`src/rtl/seq_transmitter.sv`:
```
// ============================================================================
//  Module   : seq_transmitter
//  Brief    : Serial framer: preamble, then payload MSB-first, then idle gap.
//  Revision : 1.0
// ============================================================================
`default_nettype none

module seq_transmitter #(
  parameter int              DATA_W   = 8,
  parameter int              PRE_W    = 3,
  parameter logic [PRE_W-1:0] PREAMBLE = 3'b101,
  parameter int              GAP      = 2
) (
  input  logic              clk,
  input  logic              rst,
  input  logic [DATA_W-1:0] data_in,
  input  logic              load_valid,
  output logic              load_ready,
  output logic              bit_out,
  output logic              bit_valid,
  output logic              busy,
  output logic              frame_done
);

  localparam int c_max_pd = (PRE_W > DATA_W) ? PRE_W : DATA_W;
  localparam int c_max    = (c_max_pd > GAP) ? c_max_pd : GAP;
  localparam int CNT_W    = $clog2(c_max + 1);
  localparam int SH_W     = PRE_W + DATA_W;

  localparam logic [CNT_W-1:0] c_one       = CNT_W'(1);
  localparam logic [CNT_W-1:0] c_pre_last  = CNT_W'(PRE_W - 1);
  localparam logic [CNT_W-1:0] c_data_last = CNT_W'(DATA_W - 1);
  localparam logic [CNT_W-1:0] c_gap_last  = CNT_W'((GAP > 0) ? GAP - 1 : 0);

  typedef enum logic [1:0] {
    S_IDLE = 2'd0,
    S_PRE  = 2'd1,
    S_DATA = 2'd2,
    S_GAP  = 2'd3
  } state_t;

  state_t            r_state;
  logic [CNT_W-1:0]  r_cnt;
  logic [SH_W-1:0]   r_shift;
  logic              r_load_ready;
  logic              r_bit_out;
  logic              r_bit_valid;
  logic              r_busy;
  logic              r_frame_done;

  // Preamble and payload share one shift register; the first preamble bit is
  // driven straight from the parameter so it appears the cycle after accept.
  always_ff @(posedge clk) begin
    if (rst) begin
      r_state      <= S_IDLE;
      r_cnt        <= '0;
      r_shift      <= '0;
      r_load_ready <= 1'b1;
      r_bit_out    <= 1'b0;
      r_bit_valid  <= 1'b0;
      r_busy       <= 1'b0;
      r_frame_done <= 1'b0;
    end else begin
      r_frame_done <= 1'b0;
      case (r_state)
        S_IDLE: begin
          if (load_valid && r_load_ready) begin
            r_state      <= S_PRE;
            r_cnt        <= c_pre_last;
            r_shift      <= {PREAMBLE, data_in} << 1;
            r_bit_out    <= PREAMBLE[PRE_W-1];
            r_bit_valid  <= 1'b1;
            r_busy       <= 1'b1;
            r_load_ready <= 1'b0;
          end
        end
        S_PRE: begin
          r_bit_out <= r_shift[SH_W-1];
          r_shift   <= r_shift << 1;
          if (r_cnt == '0) begin
            r_state <= S_DATA;
            r_cnt   <= c_data_last;
          end else begin
            r_cnt <= r_cnt - c_one;
          end
        end
        S_DATA: begin
          if (r_cnt == '0) begin
            r_bit_out    <= 1'b0;
            r_bit_valid  <= 1'b0;
            r_frame_done <= 1'b1;
            if (GAP > 0) begin
              r_state <= S_GAP;
              r_cnt   <= c_gap_last;
            end else begin
              r_state      <= S_IDLE;
              r_cnt        <= '0;
              r_busy       <= 1'b0;
              r_load_ready <= 1'b1;
            end
          end else begin
            r_bit_out <= r_shift[SH_W-1];
            r_shift   <= r_shift << 1;
            r_cnt     <= r_cnt - c_one;
          end
        end
        default: begin
          if (r_cnt == '0) begin
            r_state      <= S_IDLE;
            r_busy       <= 1'b0;
            r_load_ready <= 1'b1;
          end else begin
            r_cnt <= r_cnt - c_one;
          end
        end
      endcase
    end
  end

  assign load_ready = r_load_ready;
  assign bit_out    = r_bit_out;
  assign bit_valid  = r_bit_valid;
  assign busy       = r_busy;
  assign frame_done = r_frame_done;

endmodule

`default_nettype wire

```
`config.mk`:
```
export PLATFORM = sky130hd
export DESIGN_NAME = seq_transmitter
export DESIGN_NICKNAME = d
export VERILOG_FILES = /design/src/rtl/seq_transmitter.sv
export SDC_FILE = /design/constraint.sdc
export NUM_CORES = 1
export LEC_CHECK = 0
export ABC_AREA = 1
export BUFFER_PORTS_ARGS = -buffer_cell sky130_fd_sc_hd__buf_4
export CORE_UTILIZATION = 55
export CTS_CLUSTER_SIZE = 24
export DETAILED_ROUTE_END_ITERATION = 10
export PLACE_DENSITY = 0.77
export SETUP_SLACK_MARGIN = 0.15
export SKIP_CTS_REPAIR_TIMING = 1
export SYNTH_ARGS = -nofsm -noshare
export SYNTH_HDL_FRONTEND = slang
export SYNTH_SLANG_ARGS = --single-unit
```
`constraint.sdc`:
```
create_clock -name clk -period 1.9 [get_ports clk]
set_input_delay 0.285 -clock clk [delete_from_list [all_inputs] [get_ports clk]]
set_output_delay 0.285 -clock clk [all_outputs]
set_load 0.005 [all_outputs]
```
==> results of run 1 <==
-- cells in the mapped netlist --
library cell / instances
nand2_1: 51
nor2_1: 23
dfxtp_1: 21
inv_1: 12
nand3_1: 8
o21ai_1: 8
a21oi_1: 5
ha_1: 5
inv_2: 5
nand2_2: 5
o21ai_0: 5
nand2_4: 4
a21oi_2: 3
buf_2: 3
nand4_1: 2
nor3_1: 2
a21o_1: 1
a21oi_4: 1
nor2_2: 1
nor2_4: 1
o211ai_1: 1
xor2_1: 1
-- registers in the layout (all words and copies together), names as in the netlist --
signal / flops
bit_out: 1
load_ready: 1
r_state: 2
r_shift: 10
bit_valid: 1
r_cnt: 4
frame_done: 1
busy: 1
-- where the power goes --
group	internal, uW	leakage, uW	switching, uW
clock network	78.6	0.0000177	139
registers	614	0.000174	116
logic	620	0.000485	1040
-- cell families (layout without fill, tap and decap cells) --
| family | count (synthesis) | in the layout |
|---|---|---|
| compound gates | 24 | 24 |
| xor+xnor | 1 | 1 |
| fa+ha+maj | 5 | 5 |
| buf+inv | 20 | 38 |
| flops | 21 | 21 |
| simple gates | 97 | 97 |
-- metal layers --
layer | wire [um] | GRT usage
met5 | 0 | 0
met4 | 30 | 0.0889
met3 | 64 | 0.0377
met2 | 1290 | 0.419
met1 | 1050 | 0.255
-- per-stage QoR --
| step | area (um^2) | std cells | total power (uW) | hold slack [ps] |
|---|---|---|---|---|
| after floorplan | 1150 | 168 | 1940 | 347 |
| after global placement | 1280 | 207 | 2200 | 440 |
| after detailed placement | 1280 | 207 | 2270 | 445 |
| after CTS | 1310 | 211 | 2490 | 165 |
| after global routing | 1340 | 213 | 2850 | 165 |
| final | 1340 | 213 | 2600 | 174 |
-- area by class of cell --
type,count,share of cell area
timing repair buffer,17,0.0934
clock inverter,1,0.00373
sequential,21,0.314
tap,27,0.0252
clock buffer,3,0.0168
multi-input combinational,127,0.497
inverter,17,0.0504
-- worst max path at each step --
stage            endpoint  slack, ps
2_1_floorplan  load_ready        440
3_3_place_gp   load_ready        350
3_5_place_dp   load_ready        250
4_1_cts        load_ready        220
5_1_grt        r_shift[4]        200
6_report       r_shift[5]        300
==> impl_metrics.env, run 1 <==
export IMPL_cp_data_arrival_time_ps=1810
export IMPL_timing_final_crit_share=0.841
export IMPL_fin_crit_ps=1600
export IMPL_fillCellCount=197
export IMPL_crit_path_start_kind="register"
export IMPL_crit_required_ps=2110
export IMPL_core_um2=1960
export IMPL_regArea_um2=420
export IMPL_drive_gt1_frac=0.231
export IMPL_start_util=0.587
export IMPL_synth_simple_area_share=0.377
export IMPL_remaining_drc_errors=0
export IMPL_yosysWarnings=0
export IMPL_mostFrequentLayoutCells="nand2_1 (51), nor2_1 (23), dfxtp_1 (21), buf_4 (16), inv_1 (11)"
export IMPL_fmax_mhz=626
export IMPL_worstPathMaxFanout=9
export IMPL_mostFrequentLayoutCell="nand2_1"
export IMPL_synth_xor_area_frac=0.00760
export IMPL_reg2reg_slack_ps=300
export IMPL_vias=1097
export IMPL_r2r_end="r_shift[5]"
export IMPL_diodes=0
export IMPL_cts_num_sinks=21
export IMPL_critical_path_startpoint="r_state[1]"
export IMPL_worstSetupPathType="reg2reg"
export IMPL_wl_per_cell_um=11.4
export IMPL_hp_start="rst"
export IMPL_relSlewSlack=0.732
export IMPL_synth_top_family_by_area="simple AND/OR/NAND/NOR gates"
export IMPL_drt_wl_total_mm=2.44
export IMPL_peakVddDrop_uv=1030
export IMPL_hold_path_class="in2reg"
export IMPL_crit_chain="inv_1, ha_4, clkinvlp_4, buf_2, nand2_1, nand2_1, o21ai_1, nor2_1"
export IMPL_grt_max_degree=16
export IMPL_holdPathStages=2
export IMPL_cpMaxStageDelayCell="dfxtp_1"
export IMPL_dp_slack_ps=252
export IMPL_worstMarginPinSlew_ps=402
export IMPL_synthMuxAreaShare=0
export IMPL_fp_dieW_um=47.8
export IMPL_synth_top_area_share=0.365
export IMPL_critPathMostFrequentCell="nand2_1"
export IMPL_cts_root_buf="clkbuf_4"
export IMPL_crit_family="buffers and inverters"
export IMPL_synth_seq_area_share=0.365
export IMPL_die_area_um2=2280
export IMPL_yosysUniqueCellTypes=22
export IMPL_htreeDepth=1
export IMPL_io_buffers=15
export IMPL_cts_tree="built"
export IMPL_status="finished, final reports clean"
export IMPL_p_leak_uw=0.000676
export IMPL_routabilityCongestion=0.877
export IMPL_grt_first_pass_wirelength_mm=3.62
export IMPL_nNetsFinal=203
export IMPL_via_per_inst=5.15
export IMPL_setup_tns_final_ps=0
export IMPL_hpwl_mm=1.84
export IMPL_power_density_nw_per_um2=1940
export IMPL_setup_slack_ps=302
export IMPL_reg2reg_depth=8
export IMPL_dieHeight_um=47.8
export IMPL_areaGrowthSynthToFinish_pct=16.3
export IMPL_rsz0062_at_grt="no"
export IMPL_syn_nets=184
export IMPL_finalHoldViolCount=0
export IMPL_yosys_top_cells_area="dfxtp_1 (36%), nand2_1 (17%), nor2_1 (7.5%), ha_1 (5.4%), inv_1 (3.9%)"
export IMPL_setup_viol=0
export IMPL_cp_depth=8
export IMPL_antenna_found_initial=0
export IMPL_final_setup_skew_ps=1.68
export IMPL_grt_util_all_layers=0.226
export IMPL_ys_ff_latch=21
export IMPL_r2r_start="r_state[1]"
export IMPL_grt_pass1_vias=909
export IMPL_fin_util=0.683
export IMPL_critPathCaptureType="register"
export IMPL_cts_buffer_depth=2
export IMPL_synth_area_leader_cell="dfxtp_1"
export IMPL_maxSlewViolCount=0
export IMPL_antenna_left=0
export IMPL_syn_avg_cell_area_um2=6.86
export IMPL_clock_latency_ps=300
export IMPL_multi_input_area_um2=666
export IMPL_synthAdderAreaFrac=0.0543
export IMPL_critical_path_buf_inv_count=3
export IMPL_min_to="r_shift[10]"
export IMPL_drt_pass1_iterations=4
export IMPL_cts_buffers=3
export IMPL_rows=16
export IMPL_syn_area_um2=1150
export IMPL_drt_iter0_markers=25
export IMPL_synthCells=168
export IMPL_max_stage_delay_ps=390
export IMPL_path_clk_slew_ps=120
export IMPL_ios=16
export IMPL_globalRouteOverflowTotal=0
export IMPL_synth_compound_area_frac=0.128
export IMPL_maxCapViolations=0
(Power assumes the default switching activity.)
==> inputs of run 2 (changes only) <==
Settings changed: ABC_AREA 1 to 0, CORE_UTILIZATION 55 to 54, PLACE_DENSITY 0.77 to 0.76.
Clock period 1.9 ns to 1.5 ns, I/O delays scaled along.
==> run 2 against run 1 <==
Against the previous run: the flow now finishes with violations (negative setup slack); global-route usage increased by 3.2 points; wire length increased by 9.8%; critical path type unchanged; synthesized cell count decreased by 27%; clock skew decreased by 0.78 ps; largest cell class unchanged.
==> impl_metrics.env, run 2 <==
export IMPL_yosys_top_cells_area="dfxtp_1 (39%), mux2i_1 (8.3%), a211oi_1 (6.9%), nor2_1 (6.9%), ha_1 (5.8%)"
export IMPL_internal_power_uw=2500
export IMPL_rsz0062_at_grt="yes"
export IMPL_syn_nets=139
export IMPL_hold_path_class="in2reg"
export IMPL_synth_top_cells_by_count="dfxtp_1 (21), nor2_1 (20), a211oi_1 (10)"
export IMPL_drt_pass1_iterations=4
export IMPL_grt_max_degree=22
export IMPL_core_um2=1800
export IMPL_antenna_left=0
export IMPL_drive_gt1_frac=0.471
export IMPL_place_inst=175
export IMPL_top_register="r_shift"
export IMPL_synth_ff_type="dfxtp_1"
export IMPL_yosysUniqueCellTypes=36
export IMPL_combPwrFrac=0.707
export IMPL_setup_tns_final_ps=-479
export IMPL_diodes=0
export IMPL_antenna_found_initial=0
export IMPL_ios=16
export IMPL_nNetsFinal=172
export IMPL_drt_wl_total_mm=2.68
export IMPL_synth_seq_area_share=0.389
export IMPL_setup_viol=9
export IMPL_cts_tree="built"
export IMPL_worstSetupPathType="reg2reg"
export IMPL_mostFrequentLayoutCells="buf_4 (35), nor2_1 (18), dfxtp_1 (17), mux2i_1 (9)"
export IMPL_status="finished, violations left"
export IMPL_pwr_share_seq=0.228
export IMPL_crit_chain="inv_2, ha_4, a21boi_4, a31o_4, or4b_1, a21oi_1"
export IMPL_drt_iter0_markers=22
export IMPL_power_switching_uw=1740
export IMPL_grt_pass1_vias=930
export IMPL_remaining_drc_errors=0
export IMPL_clock_latency_ps=300
export IMPL_vias=1024
export IMPL_hpwl_mm=1.90
export IMPL_relSlewSlack=0.810
export IMPL_worstPathMaxFanout=4
export IMPL_areaGrowthSynthToFinish_pct=41.7
export IMPL_maxCapViolations=0
export IMPL_largest_reg_flops=10
export IMPL_worstMarginPinSlew_ps=285
export IMPL_syn_avg_cell_area_um2=8.79
export IMPL_maxSlewViolCount=0
export IMPL_mostFrequentLayoutCell="buf_4"
export IMPL_dp_slack_ps=-120
export IMPL_grt_util_all_layers=0.258
export IMPL_ys_ff_latch=21
export IMPL_grt_first_pass_wirelength_mm=3.92
export IMPL_via_per_inst=5.69
export IMPL_pwr_share_clk=0.064
export IMPL_dieHeight_um=46.7
export IMPL_finalHoldViolCount=0
export IMPL_max_stage_delay_ps=470
export IMPL_cts_buffers=3
export IMPL_crit_path_start_kind="register"
export IMPL_synth_top_area_share=0.389
export IMPL_p_sw_frac=0.410
export IMPL_synthCells=123
export IMPL_reg_top3="r_shift: 10 flops, r_cnt: 4 flops, r_state: 2 flops"
export IMPL_rows=15
export IMPL_synth_most_common_cell="dfxtp_1"
export IMPL_final_setup_skew_ps=0.896
export IMPL_critPathCaptureType="register"
export IMPL_cpMaxStageDelayCell="or4b_1"
export IMPL_routabilityCongestion=0.961
export IMPL_fmax_mhz=605
export IMPL_io_buffers=15
export IMPL_htreeDepth=1
export IMPL_crit_required_ps=1750
export IMPL_synth_area_leader_cell="dfxtp_1"
export IMPL_cts_root_buf="clkbuf_4"
export IMPL_p_leak_uw=0.000646
export IMPL_die_area_um2=2180
export IMPL_cts_num_sinks=21
export IMPL_violations="negative setup slack"
export IMPL_hold_ws_ps=198
export IMPL_timing_final_crit_share=1.10
export IMPL_start_util=0.600
export IMPL_syn_area_um2=1080
export IMPL_async_flop_share=0
export IMPL_peakVddDrop_uv=2860
export IMPL_power_density_nw_per_um2=2760
export IMPL_cp_data_arrival_time_ps=1900
export IMPL_globalRouteOverflowTotal=0
export IMPL_setup_slack_ps=-153
export IMPL_fp_dieW_um=46.7
export IMPL_fin_crit_ps=1650
export IMPL_yosysWarnings=0
export IMPL_path_clk_slew_ps=110
export IMPL_cts_buffer_depth=2
export IMPL_final_cells=180
export IMPL_wl_per_cell_um=14.9
export IMPL_synth_edf_count=0
run 2: cell count changes in the layout (fill, tap and decap cells not counted), sizes merged, moves of 3 or more:
cell,before,now
a211oi,0,10
buf,17,37
inv,16,6
mux2i,0,9
nand2,60,3
nand2b,0,3
nand3,8,1
nor2,25,20
o21ai,13,3
run 2: power by group through the flow:
stage	Clock (uW)	Combinational [uW]	Sequential, uW
after floorplan	0	1770	947
after global placement	0	2480	939
after detailed placement	0	2600	958
after CTS	285	2600	944
after global routing	303	3250	988
final	273	2990	966
run 2: cell type report:
type | instances | area, um^2
clock buffer | 4 | 26.3
fill | 113 | 270
inverter | 6 | 22.5
multi-input combinational | 87 | 738
sequential | 21 | 428
tap | 25 | 31.3
timing repair buffer | 37 | 285
run 2: path summary, 6_finish.rpt:
check                           startpoint    endpoint  slack [ps]  cells after the start
worst min-delay path            data_in[0]  r_shift[1]         200                      3
worst max-delay path            r_state[1]    r_cnt[2]        -150                      6
worst max register to register  r_state[1]    r_cnt[2]        -150                      6
worst min register to register  r_shift[1]  r_shift[1]         480                      2
run 2: metrics by stage:
| stage | cell area (um^2) | utilization | total power [uW] |
|---|---|---|---|
| after global routing | 1530 | 0.850 | 4540 |
| after detailed placement | 1420 | 0.788 | 3550 |
| after global placement | 1420 | 0.788 | 3420 |
| after floorplan | 1180 | - | 2720 |
| final | 1530 | 0.850 | 4230 |
| after CTS | 1450 | 0.802 | 3830 |
run 2: kinds of logic (layout without fill, tap and decap cells):
logic type	after synthesis	count (layout)	synth area share
compound gates	34	34	0.225
fa+ha+maj	5	5	0.0579
buf+inv	15	47	0.0660
flops	21	21	0.389
mux	9	9	0.0833
simple gates	39	39	0.179
run 2: per-layer routing:
layer | share of wire | vias up | GRT usage
li1 | - | 505 | -
met1 | 0.40 | 490 | 0.301
met2 | 0.54 | 27 | 0.458
met3 | 0.042 | 2 | 0.0731
met4 | 0.0082 | 0 | 0.0800
met5 | 0 | - | 0
run 2: worst max-delay path: cells and delay by family, from the launching register on:
kind | cells | cell delay (ps)
buffers and inverters | 1 | 60
and+or+nand+nor | 1 | 470
adders and majority gates | 1 | 160
DFF | 1 | 390
AOI/OAI and AO/OA | 3 | 520
==> inputs of run 3 (changes only) <==
==> constraint.sdc (replaced) <==
create_clock -name clk -period 1.5 [get_ports clk]
set_input_delay 0.45 -clock clk [delete_from_list [all_inputs] [get_ports clk]]
set_output_delay 0.45 -clock clk [all_outputs]
set_load 0.005 [all_outputs]
==> run 3 against run 2 <==
Against the previous run: critical path type unchanged; via count increased by 5.5%; sequential share of layout area decreased by 0.73 points; non-clock buffer count increased by 5; clock power increased by 2%; the flow still finishes with violations (negative setup slack); total power increased by 5.2%; setup slack improved by 1.9 ps; wire length increased by 10%; sequential cell count unchanged; clock-buffer cell count unchanged; clock skew increased by 8.2 ps; die area unchanged.
==> impl_metrics.env, run 3 (same netlist as run 2, synthesis figures left out) <==
export IMPL_status="finished, violations left"
export IMPL_violations="negative setup slack"
export IMPL_critical_path_startpoint="r_state[1]"
export IMPL_routabilityCongestion=0.957
export IMPL_timing_final_crit_share=1.10
export IMPL_setup_tns_final_ps=-1130
export IMPL_p_sw_frac=0.412
export IMPL_via_per_inst=5.84
export IMPL_power_switching_uw=1830
export IMPL_final_setup_skew_ps=9.09
export IMPL_globalRouteOverflowTotal=0
export IMPL_hold_path_class="in2reg"
export IMPL_holdPathStages=3
export IMPL_peakVddDrop_uv=2300
export IMPL_worstMarginPinSlew_ps=290
export IMPL_rows=15
export IMPL_nNetsFinal=177
export IMPL_drt_iter0_markers=12
export IMPL_fp_dieW_um=46.7
export IMPL_grt_max_degree=22
export IMPL_combPwrFrac=0.717
export IMPL_path_clk_slew_ps=120
export IMPL_hp_start="data_in[0]"
export IMPL_cts_num_sinks=21
export IMPL_crit_required_ps=1750
export IMPL_mostFrequentLayoutCell="buf_4"
export IMPL_remaining_drc_errors=0
export IMPL_htreeDepth=1
export IMPL_cts_buffer_depth=2
export IMPL_relSlewSlack=0.804
export IMPL_fillCellCount=94
export IMPL_rsz0062_at_grt="yes"
export IMPL_grt_util_all_layers=0.263
export IMPL_cts_root_buf="clkbuf_4"
export IMPL_io_buffers=15
export IMPL_core_um2=1800
export IMPL_reg_top3="r_shift: 10 flops, r_cnt: 4 flops, r_state: 2 flops"
export IMPL_final_cells=185
export IMPL_worstPathMaxFanout=4
export IMPL_dieHeight_um=46.7
export IMPL_hpwl_mm=1.83
export IMPL_drive_gt1_frac=0.488
export IMPL_fin_crit_ps=1650
export IMPL_place_inst=176
export IMPL_reg2reg_depth=6
export IMPL_start_util=0.600
export IMPL_wl_per_cell_um=15.9
export IMPL_placed_area_um2=1430
export IMPL_top_register="r_shift"
export IMPL_critPathCaptureType="register"
export IMPL_die_area_um2=2180
export IMPL_cts_tree="built"
export IMPL_clock_latency_ps=320
export IMPL_drt_wl_total_mm=2.94
export IMPL_final_area_um2=1590
export IMPL_maxSlewViolCount=0
export IMPL_fmax_mhz=606
export IMPL_cp_data_arrival_time_ps=1900
export IMPL_drt_pass1_iterations=4
export IMPL_r2r_start="r_state[1]"
export IMPL_setup_viol=19
export IMPL_power_density_nw_per_um2=2810
export IMPL_grt_first_pass_wirelength_mm=3.93
export IMPL_finalHoldViolCount=0
export IMPL_internal_power_uw=2620
export IMPL_setup_slack_ps=-152
export IMPL_pwr_share_seq=0.220
export IMPL_grt_pass1_vias=923
export IMPL_antenna_found_initial=0
export IMPL_cts_buffers=3
export IMPL_crit_path_start_kind="register"
export IMPL_p_leak_uw=0.000678
export IMPL_worstSetupPathType="reg2reg"
export IMPL_ios=16
export IMPL_largest_reg_flops=10
export IMPL_maxCapViolations=0
export IMPL_diodes=0
export IMPL_mostFrequentLayoutCells="buf_4 (35), nor2_1 (17), dfxtp_1 (16), mux2i_1 (9), a211oi_1 (8)"
export IMPL_pwr_share_clk=0.063
export IMPL_areaGrowthSynthToFinish_pct=46.8
export IMPL_antenna_left=0
export IMPL_vias=1080
[run 3: area by class of cell]
type | count | area [um^2] | area share
Clock buffer | 4 | 26.3 | 0.0166
Inverter | 6 | 27.5 | 0.0174
Multi-Input combinational cell | 87 | 728 | 0.459
Sequential cell | 21 | 432 | 0.272
Tap cell | 25 | 31.3 | 0.0197
Timing Repair Buffer | 42 | 342 | 0.215
[run 3: routing by layer]
layer	wire (um)	GRT usage
met5	0	0
met4	103	0.126
met3	102	0.0615
met2	1540	0.461
met1	1200	0.300
[run 3: critical path: stages (launching register included)]
cell	delay, ps
dfxtp_4	400
inv_4	50
ha_4	160
a21boi_4	150
a31o_4	220
or4b_1	470
a21oi_1	130
[run 3: per-stage QoR]
stage / util / hold WS (ps) / power [uW] / worst slack [ps]
finish: 0.881 / 401 / 4450 / -152
global route: 0.881 / 410 / 4730 / -185
CTS: 0.806 / 391 / 3830 / -135
detailed placement: 0.792 / 461 / 3540 / -103
global placement: 0.792 / 454 / 3420 / -63.4
floorplan: - / 445 / 2720 / -109
[run 3: path summary, 6_finish.rpt]
check | to | slack (ps)
setup / recovery | r_cnt[2] | -150
hold / removal | r_shift[1] | 400
setup reg to reg | r_cnt[2] | -150
hold reg to reg | r_shift[1] | 480
[run 3: power by group through the flow]
stage               registers [uW]  clock network, uW  logic, uW
CTS                            939                288       2600
finish                         982                279       3190
global placement               939                  0       2480
floorplan                      947                  0       1770
global route                  1010                301       3420
detailed placement             953                  0       2590
